**src/rtl/uart_pkg.sv**
```systemverilog
// Shared definitions for the UART receive buffer: trigger encodings and the
// layout of one stored entry {bi, fe, pe, data}.
package uart_pkg;

  localparam logic [1:0] TRIG_1  = 2'b00;
  localparam logic [1:0] TRIG_4  = 2'b01;
  localparam logic [1:0] TRIG_8  = 2'b10;
  localparam logic [1:0] TRIG_14 = 2'b11;

  localparam int PE_BIT  = 8;
  localparam int FE_BIT  = 9;
  localparam int BI_BIT  = 10;
  localparam int ENTRY_W = 11;

  function automatic int trig_value(input logic [1:0] sel);
    case (sel)
      TRIG_1:  trig_value = 1;
      TRIG_4:  trig_value = 4;
      TRIG_8:  trig_value = 8;
      TRIG_14: trig_value = 14;
      default: trig_value = 1;
    endcase
  endfunction

endpackage

```
**src/rtl/uart_fifo_core.sv**
```systemverilog
// Generic synchronous first-word-fall-through register FIFO with flush.
// The head entry is presented combinationally and reads as zero when empty.
module uart_fifo_core
  import uart_pkg::*;
#(
  parameter int WIDTH = ENTRY_W,
  parameter int DEPTH = 16,
  parameter int AW    = $clog2(DEPTH)
) (
  input  logic             clk,
  input  logic             rst,
  input  logic             push,
  input  logic             pop,
  input  logic             flush,
  input  logic [WIDTH-1:0] wr_data,
  output logic [WIDTH-1:0] rd_data,
  output logic [AW:0]      count,
  output logic             empty,
  output logic             full,
  output logic             push_ok,
  output logic             pop_ok
);

  localparam logic [AW:0] FULL_CNT = (AW+1)'(DEPTH);

  logic [WIDTH-1:0] mem [DEPTH];
  logic [AW-1:0]    wr_ptr;
  logic [AW-1:0]    rd_ptr;

  assign empty = (count == '0);
  assign full  = (count == FULL_CNT);

  // A pop frees a slot in the same cycle, so a full FIFO can still take a write.
  assign pop_ok  = pop & ~empty & ~flush;
  assign push_ok = push & (~full | pop_ok) & ~flush;

  assign rd_data = empty ? '0 : mem[rd_ptr];

  always_ff @(posedge clk) begin
    if (!rst) begin
      wr_ptr <= '0;
      rd_ptr <= '0;
      count  <= '0;
    end else if (flush) begin
      wr_ptr <= '0;
      rd_ptr <= '0;
      count  <= '0;
    end else begin
      if (push_ok) wr_ptr <= wr_ptr + AW'(1);
      if (pop_ok)  rd_ptr <= rd_ptr + AW'(1);
      case ({push_ok, pop_ok})
        2'b10:   count <= count + (AW+1)'(1);
        2'b01:   count <= count - (AW+1)'(1);
        default: count <= count;
      endcase
    end
  end

  always_ff @(posedge clk) begin
    if (push_ok) mem[wr_ptr] <= wr_data;
  end

endmodule

```
**src/rtl/uart_rx_fifo.sv**
```systemverilog
// UART receive buffer: FWFT character FIFO with line-status tracking,
// overrun, trigger-level and character-timeout interrupts.
module uart_rx_fifo
  import uart_pkg::*;
#(
  parameter int DEPTH         = 16,
  parameter int AW            = 4,
  parameter int TIMEOUT_CHARS = 4
) (
  input  logic          clk,
  input  logic          rst,
  input  logic          wr_valid,
  input  logic [7:0]    wr_data,
  input  logic          wr_pe,
  input  logic          wr_fe,
  input  logic          wr_bi,
  input  logic          rd_en,
  input  logic          flush,
  input  logic          lsr_rd,
  input  logic          char_tick,
  input  logic [1:0]    trig_lvl,
  output logic [7:0]    rd_data,
  output logic          rd_pe,
  output logic          rd_fe,
  output logic          rd_bi,
  output logic          empty,
  output logic          full,
  output logic [AW:0]   count,
  output logic          overrun,
  output logic          fifo_err,
  output logic          rda_int,
  output logic          cti_int
);

  localparam logic [2:0] TMO_MAX = 3'(TIMEOUT_CHARS);

  logic [ENTRY_W-1:0] head;
  logic               push_ok;
  logic               pop_ok;
  logic [AW:0]        err_cnt;
  logic [2:0]         tmo_cnt;
  logic               ovr_evt;

  uart_fifo_core #(
    .WIDTH (ENTRY_W),
    .DEPTH (DEPTH),
    .AW    (AW)
  ) u_core (
    .clk     (clk),
    .rst     (rst),
    .push    (wr_valid),
    .pop     (rd_en),
    .flush   (flush),
    .wr_data ({wr_bi, wr_fe, wr_pe, wr_data}),
    .rd_data (head),
    .count   (count),
    .empty   (empty),
    .full    (full),
    .push_ok (push_ok),
    .pop_ok  (pop_ok)
  );

  assign rd_data = head[7:0];
  assign rd_pe   = head[PE_BIT];
  assign rd_fe   = head[FE_BIT];
  assign rd_bi   = head[BI_BIT];

  // Counting flagged entries keeps fifo_err exact without scanning the array.
  always_ff @(posedge clk) begin
    if (!rst || flush) begin
      err_cnt <= '0;
    end else begin
      case ({push_ok & (wr_pe | wr_fe | wr_bi), pop_ok & (rd_pe | rd_fe | rd_bi)})
        2'b10:   err_cnt <= err_cnt + (AW+1)'(1);
        2'b01:   err_cnt <= err_cnt - (AW+1)'(1);
        default: err_cnt <= err_cnt;
      endcase
    end
  end

  assign fifo_err = (err_cnt != '0);

  // A new overrun event wins over a coincident line-status read.
  assign ovr_evt = wr_valid & full & ~rd_en;

  always_ff @(posedge clk) begin
    if (!rst) begin
      overrun <= 1'b0;
    end else if (ovr_evt) begin
      overrun <= 1'b1;
    end else if (lsr_rd) begin
      overrun <= 1'b0;
    end
  end

  assign rda_int = (count >= (AW+1)'(trig_value(trig_lvl)));

  always_ff @(posedge clk) begin
    if (!rst) begin
      tmo_cnt <= '0;
    end else if (push_ok || pop_ok || flush || empty) begin
      tmo_cnt <= '0;
    end else if (char_tick && (tmo_cnt != TMO_MAX)) begin
      tmo_cnt <= tmo_cnt + 3'd1;
    end
  end

  assign cti_int = (tmo_cnt == TMO_MAX) & ~empty;

endmodule

```
**config.mk**
```make
export PLATFORM = sky130hd
export DESIGN_NAME = uart_rx_fifo
export DESIGN_NICKNAME = d
export VERILOG_FILES = /design/src/rtl/uart_pkg.sv /design/src/rtl/uart_fifo_core.sv /design/src/rtl/uart_rx_fifo.sv
export SDC_FILE = /design/constraint.sdc
export NUM_CORES = 1
export LEC_CHECK = 0
export CORE_MARGIN = 1
export CORE_UTILIZATION = 40
export DETAILED_ROUTE_END_ITERATION = 7
export HOLD_SLACK_MARGIN = 0.03
export PLACE_DENSITY = 0.64
export SYNTH_ARGS = -nofsm -noshare
export SYNTH_HDL_FRONTEND = slang
export SYNTH_SLANG_ARGS = --single-unit
```
**constraint.sdc**
```tcl
create_clock -name clk -period 6.5 [get_ports clk]
set_input_delay 1.3 -clock clk [delete_from_list [all_inputs] [get_ports clk]]
set_output_delay 1.3 -clock clk [all_outputs]
set_load 0.05 [all_outputs]
```
==> results of run 1 <==
## registers in the layout, indices dropped and copies added (netlist names), named ones only
register       count
err_cnt            5
u_core.count       5
overrun            1
u_core.wr_ptr      4
u_core.mem       176
u_core.rd_ptr      4
tmo_cnt            3
## where the power goes
| group | internal, mW | switching (mW) |
|---|---|---|
| clock | 0.737 | 0.480 |
| sequential | 1.41 | 0.00351 |
| combinational | 0.0381 | 0.0568 |
## critical path, cell delays in order, from the launching register on
cell and delay [ps]:
dfxtp_2 840, buf_4 380, mux4_1 600, mux4_2 470, nor2b_1 160, clkdlybuf4s50_1 760
## logic make-up after synthesis
kind of cell	Yosys count	share of synthesized area, %
flops	202	69.1
simple gates	99	6.00
mux	57	15.7
buf+inv	40	2.40
compound gates	28	2.08
fa+ha+maj	22	3.45
xor+xnor	12	1.25
## how the worst max path moves through the flow
stage | startpoint | slack [ps] | endpoint | cells after the start
final | flip-flop | 1500 | rd_data[3] | 5
after global placement | trig_lvl[1] | 1870 | rda_int | 9
after global routing | flip-flop | 1290 | rd_pe | 5
after detailed placement | trig_lvl[1] | 1800 | rda_int | 9
after floorplan | trig_lvl[1] | 2860 | rda_int | 7
after CTS | flip-flop | 1410 | rd_data[3] | 5
## layer usage
layer,vias up,wire [µm],track usage (%)
met5,-,0,0
met4,0,314,3.76
met3,26,921,2.80
met2,118,8180,27.2
met1,2175,7190,21.3
li1,1941,-,-
## per-stage QoR
stage / utilization [%] / cell area (µm²) / setup slack [ps]
after floorplan: - / 8410 / 2860
after global placement: 45.0 / 9190 / 1870
after detailed placement: 45.0 / 9190 / 1800
after CTS: 48.5 / 9900 / 1410
after global routing: 48.5 / 9900 / 1290
final: 48.5 / 9900 / 1500
## synth_stat cells, drive strengths merged
| master | number | area [µm²] |
|---|---|---|
| xor2 | 8 | 70.1 |
| nor4 | 1 | 6.26 |
| nand3 | 6 | 30.0 |
| fa | 2 | 40.0 |
| a22oi | 2 | 15.0 |
| ha | 20 | 250 |
| clkbuf | 10 | 37.5 |
| edfxtp | 176 | 5290 |
| o31ai | 3 | 22.5 |
| inv | 20 | 75.1 |
| a211oi | 1 | 7.51 |
| or4 | 2 | 15.0 |
| nor2b | 16 | 130 |
| and3 | 2 | 12.5 |
| a21o | 2 | 15.0 |
| or3b | 1 | 8.76 |
| buf | 10 | 88.8 |
| nand4 | 2 | 12.5 |
| mux2i | 4 | 40.0 |
| a311oi | 1 | 15.0 |
| o21ai | 4 | 20.0 |
| xnor2 | 4 | 35.0 |
| nor2 | 40 | 150 |
| dfxtp | 26 | 521 |
| a31oi | 2 | 12.5 |
| nand2 | 13 | 48.8 |
| and2 | 2 | 12.5 |
| nand2b | 6 | 37.5 |
| mux4 | 53 | 1280 |
| a21oi | 12 | 60.1 |
| a21boi | 1 | 7.51 |
| nor3 | 8 | 40.0 |
## cell type report
class	count	share of cell area [%]
Clock buffer	23	5.60
Clock inverter	15	1.59
Tap cell	270	3.41
Timing Repair Buffer	59	5.51
Sequential cell	202	58.7
Inverter	20	0.758
Multi-Input combinational cell	218	24.5
==> results.json, run 1 <==
{
  "status": "completed",
  "cts_tree": "done",
  "tns_ps": 0,
  "reg2reg_slack_ps": 2260,
  "clock_tree.root_cell": "clkbuf_16",
  "fin_crit_sh_pct": 76.9,
  "globalplace.congestion": 0.766,
  "n_antenna_cell": 0,
  "cts_made_buffers": 22,
  "layout-drive-gt1-share_pct": 16.9,
  "arrival_ps": 3700,
  "post_synth.cell_area_avg_um2": 18.3,
  "power.total_mw": 2.73,
  "setup_viol": 0,
  "grt_first_pass_wirelength_um": 25800,
  "syn_to_final_growth_pct": 17.8,
  "drv_slew": 0,
  "synth_nets": 502,
  "dieArea_mm2": 0.0216,
  "drt_iter0_drc": 257,
  "required_ps": 5200,
  "grt_use_total_pct": 15.9,
  "multi_input_area_mm2": 0.00242,
  "die-width_um": 147,
  "synth.cell_area_mm2": 0.00841,
  "drv_cap": 0,
  "slew_headroom_pct": 27.7,
  "seq_area_mm2": 0.00581,
  "timing.rr.end": "err_cnt[4]$_SDFFE_PP0P_",
  "fp.coreArea_mm2": 0.0204,
  "path_clk_slew_ps": 60,
  "fillers": 1675,
  "fin_cells": 807,
  "viasPerCell": 5.28,
  "final_antenna_net_count": 0,
  "nNetsFinal": 565,
  "clk_path_buf_depth": 3,
  "hold_end": "overrun$_SDFFE_PN0P_",
  "io_buffers": 41,
  "cts.sinks": 202,
  "syn_inst": 460,
  "start_util_pct": 41.1,
  "peakVddDrop_mv": 0.222,
  "drc_errors": 0,
  "dp.cells": 769,
  "final.min_clock_period_ps": 5000,
  "cts.repair.resized": 0,
  "worstMarginPinSlew_ps": 1080,
  "hold_depth": 2,
  "crit_path_end_kind": "primary output",
  "dr.pass1.iters": 4,
  "final_common_cell": "edfxtp_1",
  "gr-total-overflow": 0,
  "worstSkewPairLatency_ps": 500,
  "rsz0062_at_grt": "false",
  "hold_viol": 0,
  "finClkSkew_ps": 16.3,
  "cp_max_fo": 22,
  "wl_per_cell_um": 20.6,
  "synth_warnings": 0,
  "mostFrequentLayoutCells": "edfxtp_1, clkdlybuf4s50_1, nor2_1",
  "die_h_um": 147,
  "grt_pass1_vias": 4458,
  "wl_um": 16600,
  "pwr_density_cell_mw_per_mm2": 276,
  "cts_hold_buffers": 0,
  "hpwl_um": 10100,
  "power.leakage_nw": 3.24,
  "path_class": "flip-flop to primary output",
  "crit_path_start_kind": "flip-flop",
  "ys_seq_area_share_pct": 69.1,
  "pin_count": 42,
  "max_freq_mhz": 200,
  "cts_setup_buffers": 0,
  "synthDistinctLibCells": 38,
  "htree_num_levels": 1,
  "reg2reg_depth": 12,
  "whs_ps": 480,
  "ys_ff_latch": 202,
  "num_vias": 4260,
  "rows": 52,
  "grt_max_degree": 27,
  "hold_path_class": "flip-flop to flip-flop",
  "antenna_found_initial": 0,
  "worstHoldStart": "overrun$_SDFFE_PN0P_"
}
(Power assumes the default switching activity.)
==> run 2, diff against run 1 <==
==> constraint.sdc (replaced) <==
create_clock -name clk -period 5.2 [get_ports clk]
set_input_delay 1.04 -clock clk [delete_from_list [all_inputs] [get_ports clk]]
set_output_delay 1.04 -clock clk [all_outputs]
set_load 0.05 [all_outputs]
==> results.json, run 2 (synthesis results as in run 1) <==
{
  "power_frac_clock_pct": 41.0,
  "syn_to_final_growth_pct": 16.4,
  "setup_viol": 0,
  "hold_viol": 0,
  "slew_headroom_pct": 32.4,
  "grt_use_total_pct": 16.0,
  "tns_ps": 0,
  "cts.sinks": 202,
  "crit_chain": "buf_4 -> mux4_1 -> mux4_2 -> nor2b_4 -> clkdlybuf4s50_1",
  "cts_tree": "done",
  "globalplace.congestion": 0.733,
  "nNetsFinal": 564,
  "die_h_um": 147,
  "clock_tree.root_cell": "clkbuf_16",
  "layout-drive-gt1-share_pct": 16.3,
  "cts_hold_buffers": 0,
  "final_antenna_net_count": 0,
  "drt_iter0_drc": 274,
  "critPathSlowestCell": "clkdlybuf4s50_1",
  "n_antenna_cell": 0,
  "mostFrequentLayoutCells": "edfxtp_1, clkdlybuf4s50_1, nor2_1",
  "fp.coreArea_mm2": 0.0204,
  "path_class": "flip-flop to primary output",
  "wl_um": 16800,
  "drv_slew": 0,
  "worstSkewPairLatency_ps": 500,
  "drv_cap": 0,
  "io_buffers": 41,
  "final_common_cell": "edfxtp_1",
  "clk_path_buf_depth": 3,
  "cts_setup_buffers": 0,
  "pwr_density_cell_mw_per_mm2": 328,
  "cts_made_buffers": 21,
  "arrival_ps": 3490,
  "cts.repair.resized": 0,
  "max_stage_delay_ps": 710,
  "drc_errors": 0,
  "num_vias": 4260,
  "gr-total-overflow": 0,
  "largest_reg_flops": 176,
  "grt_max_degree": 25,
  "wl_per_cell_um": 20.9,
  "grt_first_pass_wirelength_um": 25700,
  "rsz0062_at_grt": "false",
  "final.min_clock_period_ps": 4530,
  "final_core_util_pct": 47.9,
  "comb_power_share_pct": 3.7,
  "p_seq_share_pct": 55.2,
  "start_util_pct": 41.1,
  "power.leakage_nw": 3.18,
  "swShare_pct": 20.2,
  "path_clk_slew_ps": 60,
  "cp_max_fo": 24,
  "p_switching_uw": 647,
  "hold_path_class": "flip-flop to flip-flop",
  "die-width_um": 147,
  "top_register": "u_core.mem",
  "rows": 52,
  "antenna_found_initial": 0,
  "largestRegisters": "u_core.mem (176), err_cnt (5), u_core.count (5)",
  "peakVddDrop_mv": 0.197,
  "required_ps": 4160,
  "htree_num_levels": 1,
  "intPower_mw": 2.56,
  "dieArea_mm2": 0.0216,
  "worstMarginPinSlew_ps": 1010,
  "finClkSkew_ps": 8.23,
  "crit_path_start_kind": "flip-flop",
  "hpwl_um": 10400,
  "pin_count": 42,
  "grt_pass1_vias": 4374,
  "dr.pass1.iters": 5,
  "max_freq_mhz": 221,
  "crit_path_end_kind": "primary output",
  "viasPerCell": 5.30,
  "power.total_mw": 3.21,
  "status": "completed",
  "fin_crit_sh_pct": 87.0
}
-- run 2: cell types whose count changed in the layout (fill, tap and decap cells not counted), sizes merged --
cell,before,now
bufinv,3,0
clkinv,10,5
clkbuf,23,29
clkinvlp,1,0
-- run 2: critical path, delay by kind of cell (launching register included) --
kind	cells	cell delay [ps]
buffers and inverters	2	1170
DFF	1	520
muxes	2	1150
and+or+nand+nor	1	140
-- run 2: power groups by stage --
stage | clock (mW) | combinational (mW) | sequential (mW)
3_5_place_dp | 0 | 0.121 | 1.81
5_1_grt | 1.41 | 0.130 | 1.77
4_1_cts | 1.35 | 0.122 | 1.77
3_3_place_gp | 0 | 0.117 | 1.81
2_1_floorplan | 0 | 0.0643 | 1.81
6_report | 1.32 | 0.120 | 1.77
-- run 2: final cells by class --
type / instances / area, µm²
clock inverters: 6 / 35.0
flip-flops and latches: 202 / 5810
fillers: 1701 / 10600
repair buffers: 59 / 546
inverters: 20 / 75.1
well taps: 270 / 338
multi-input cells: 218 / 2430
clock buffers: 29 / 556
-- run 2: stage by stage --
step	cells	hold WS, ps	setup WS [ps]	instance area [µm²]
2_1_floorplan	460	453	1880	8410
3_5_place_dp	769	477	960	9190
5_1_grt	804	511	518	9780
4_1_cts	804	487	622	9780
6_report	804	480	675	9780
3_3_place_gp	769	468	1050	9190
-- run 2: worst paths after layout --
kind | start | endpoint | slack [ps] | depth (start not counted)
worst max-delay path | flip-flop | rd_data[4] | 670 | 5
worst min-delay path | overrun$_SDFFE_PN0P_ | overrun$_SDFFE_PN0P_ | 480 | 2
worst max register to register | flip-flop | err_cnt[4]$_SDFFE_PP0P_ | 1350 | 13
worst min register to register | overrun$_SDFFE_PN0P_ | overrun$_SDFFE_PN0P_ | 480 | 2
-- run 2: routing by layer --
metal / GRT usage [%] / part of all wire [%] / routed length [µm] / vias to the layer above
li1: - / - / - / 1937
met1: 20.9 / 43 / 7300 / 2199
met2: 27.6 / 50 / 8410 / 93
met3: 3.42 / 4.4 / 732 / 31
met4: 3.76 / 2.1 / 356 / 0
met5: 0 / 0 / 0 / -
==> run 3, diff against run 2 <==
--- a/config.mk
+++ b/config.mk
@@ -7,9 +7,11 @@
 export LEC_CHECK = 0
 export CORE_MARGIN = 1
 export CORE_UTILIZATION = 40
+export CTS_BUF_LIST = sky130_fd_sc_hd__clkbuf_8
 export DETAILED_ROUTE_END_ITERATION = 7
 export HOLD_SLACK_MARGIN = 0.03
 export PLACE_DENSITY = 0.64
+export SETUP_SLACK_MARGIN = 0.2
 export SYNTH_ARGS = -nofsm -noshare
 export SYNTH_HDL_FRONTEND = slang
 export SYNTH_SLANG_ARGS = --single-unit
==> results.json, run 3 (synthesis results as in run 1) <==
{
  "cts.repair.resized": 0,
  "hpwl_um": 10400,
  "seq_area_mm2": 0.00581,
  "slew_headroom_pct": 31.9,
  "drv_slew": 0,
  "path_class": "flip-flop to primary output",
  "grt_first_pass_wirelength_um": 26200,
  "num_vias": 4336,
  "worstMarginPinSlew_ps": 1020,
  "htree_num_levels": 2,
  "required_ps": 4160,
  "crit_path_end_kind": "primary output",
  "path_clk_slew_ps": 60,
  "io_buffers": 41,
  "timing.rr.end": "err_cnt[4]$_SDFFE_PP0P_",
  "largest_reg_flops": 176,
  "fp.coreArea_mm2": 0.0204,
  "finClkSkew_ps": 21.0,
  "gr-total-overflow": 0,
  "rows": 52,
  "antenna_found_initial": 0,
  "hold_viol": 0,
  "layout-drive-gt1-share_pct": 19.8,
  "drv_cap": 0,
  "viasPerCell": 5.22,
  "reg2reg_slack_ps": 1320,
  "power.leakage_nw": 3.25,
  "die_h_um": 147,
  "cts.sinks": 202,
  "nNetsFinal": 577,
  "worstSkewPairLatency_ps": 510,
  "dr.pass1.iters": 4,
  "fillers": 1716,
  "grt_pass1_vias": 4543,
  "setup_viol": 0,
  "dieArea_mm2": 0.0216,
  "arrival_ps": 3520,
  "hold_depth": 2,
  "tns_ps": 0,
  "start_util_pct": 41.1,
  "final.min_clock_period_ps": 4560,
  "wl_per_cell_um": 20.5,
  "n_antenna_cell": 0,
  "reg2reg_depth": 13,
  "hold_path_class": "flip-flop to flip-flop",
  "pwr_density_cell_mw_per_mm2": 328,
  "largestRegisters": "u_core.mem (176), err_cnt (5), u_core.count (5)",
  "drt_iter0_drc": 284,
  "cts_hold_buffers": 0,
  "fin_crit_sh_pct": 87.7,
  "max_freq_mhz": 219,
  "cts_made_buffers": 34,
  "grt_use_total_pct": 16.4,
  "wl_um": 17100,
  "clock_tree.root_cell": "clkbuf_8",
  "final_common_cell": "edfxtp_1",
  "pre_cts_slack_ps": 960,
  "pin_count": 42,
  "syn_to_final_growth_pct": 17.1,
  "hold_end": "overrun$_SDFFE_PN0P_",
  "worstHoldStart": "overrun$_SDFFE_PN0P_",
  "cts_tree": "done",
  "setup_slack_ps": 638,
  "grt_max_degree": 25,
  "crit_path_start_kind": "flip-flop",
  "clk_path_buf_depth": 3,
  "cp_max_fo": 24,
  "top_register": "u_core.mem",
  "multi_input_area_mm2": 0.00243,
  "cts_setup_buffers": 0,
  "mostFrequentLayoutCells": "edfxtp_1, clkdlybuf4s50_1, nor2_1, clkbuf_8, mux4_2",
  "die-width_um": 147,
  "peakVddDrop_mv": 0.181,
  "drc_errors": 0,
  "status": "completed",
  "final_antenna_net_count": 0,
  "rsz0062_at_grt": "false",
  "globalplace.congestion": 0.733
}
run 3: cell types whose count changed in the layout (fill, tap and decap cells not counted), sizes merged:
cell / change
inv: +5
clkinvlp: +1
bufinv: +1
clkbuf: +8
clkinv: +12
run 3: power breakdown:
part | leakage (nW) | internal, mW | total (mW) | switching [mW]
clock network | 0.361 | 0.715 | 1.33 | 0.620
registers | 1.80 | 1.77 | 1.77 | 0.00365
logic | 1.10 | 0.0481 | 0.120 | 0.0720
total | 3.25 | 2.53 | 3.23 | 0.696
run 3: worst max-delay path by stage:
| stage | startpoint | end | slack (ps) | cells past startpoint |
|---|---|---|---|---|
| global placement | rd_en | err_cnt[4]$_SDFFE_PP0P_ | 1050 | 13 |
| CTS | flip-flop | rd_data[4] | 580 | 5 |
| detailed placement | rd_en | err_cnt[4]$_SDFFE_PP0P_ | 960 | 11 |
| floorplan | flip-flop | err_cnt[4]$_SDFFE_PP0P_ | 1880 | 14 |
| global route | flip-flop | rd_data[3] | 480 | 5 |
| finish | flip-flop | rd_data[4] | 640 | 5 |
run 3: metrics by stage:
stage / total power [mW] / cells / util, % / area (µm²) / hold slack, ps
detailed placement: 1.93 / 769 / 45.0 / 9190 / 477
floorplan: 1.87 / 460 / - / 8410 / 453
finish: 3.23 / 831 / 48.2 / 9840 / 479
global placement: 1.92 / 769 / 45.0 / 9190 / 468
CTS: 3.27 / 831 / 48.2 / 9840 / 486
global route: 3.34 / 831 / 48.2 / 9840 / 510
run 3: per-layer routing:
layer / up-vias / global-route usage (%) / share of wire [%]
li1: 1975 / - / -
met1: 2223 / 21.1 / 43
met2: 107 / 28.2 / 51
met3: 31 / 3.11 / 4.3
met4: 0 / 4.85 / 1.7
met5: - / 0 / 0
run 3: worst max-delay path, stage by stage (launching register included):
cell and delay [ps]:
dfxtp_2 530, buf_4 470, mux4_1 640, mux4_2 510, nor2b_4 140, clkdlybuf4s50_1 710
run 3: cell type report:
cell class	instances	share of cell area (%)
Clock inverter	25	1.45
Timing Repair Buffer	59	5.54
Clock buffer	37	5.17
Tap cell	270	3.43
Multi-Input combinational cell	218	24.6
Inverter	20	0.763
Sequential cell	202	59.0
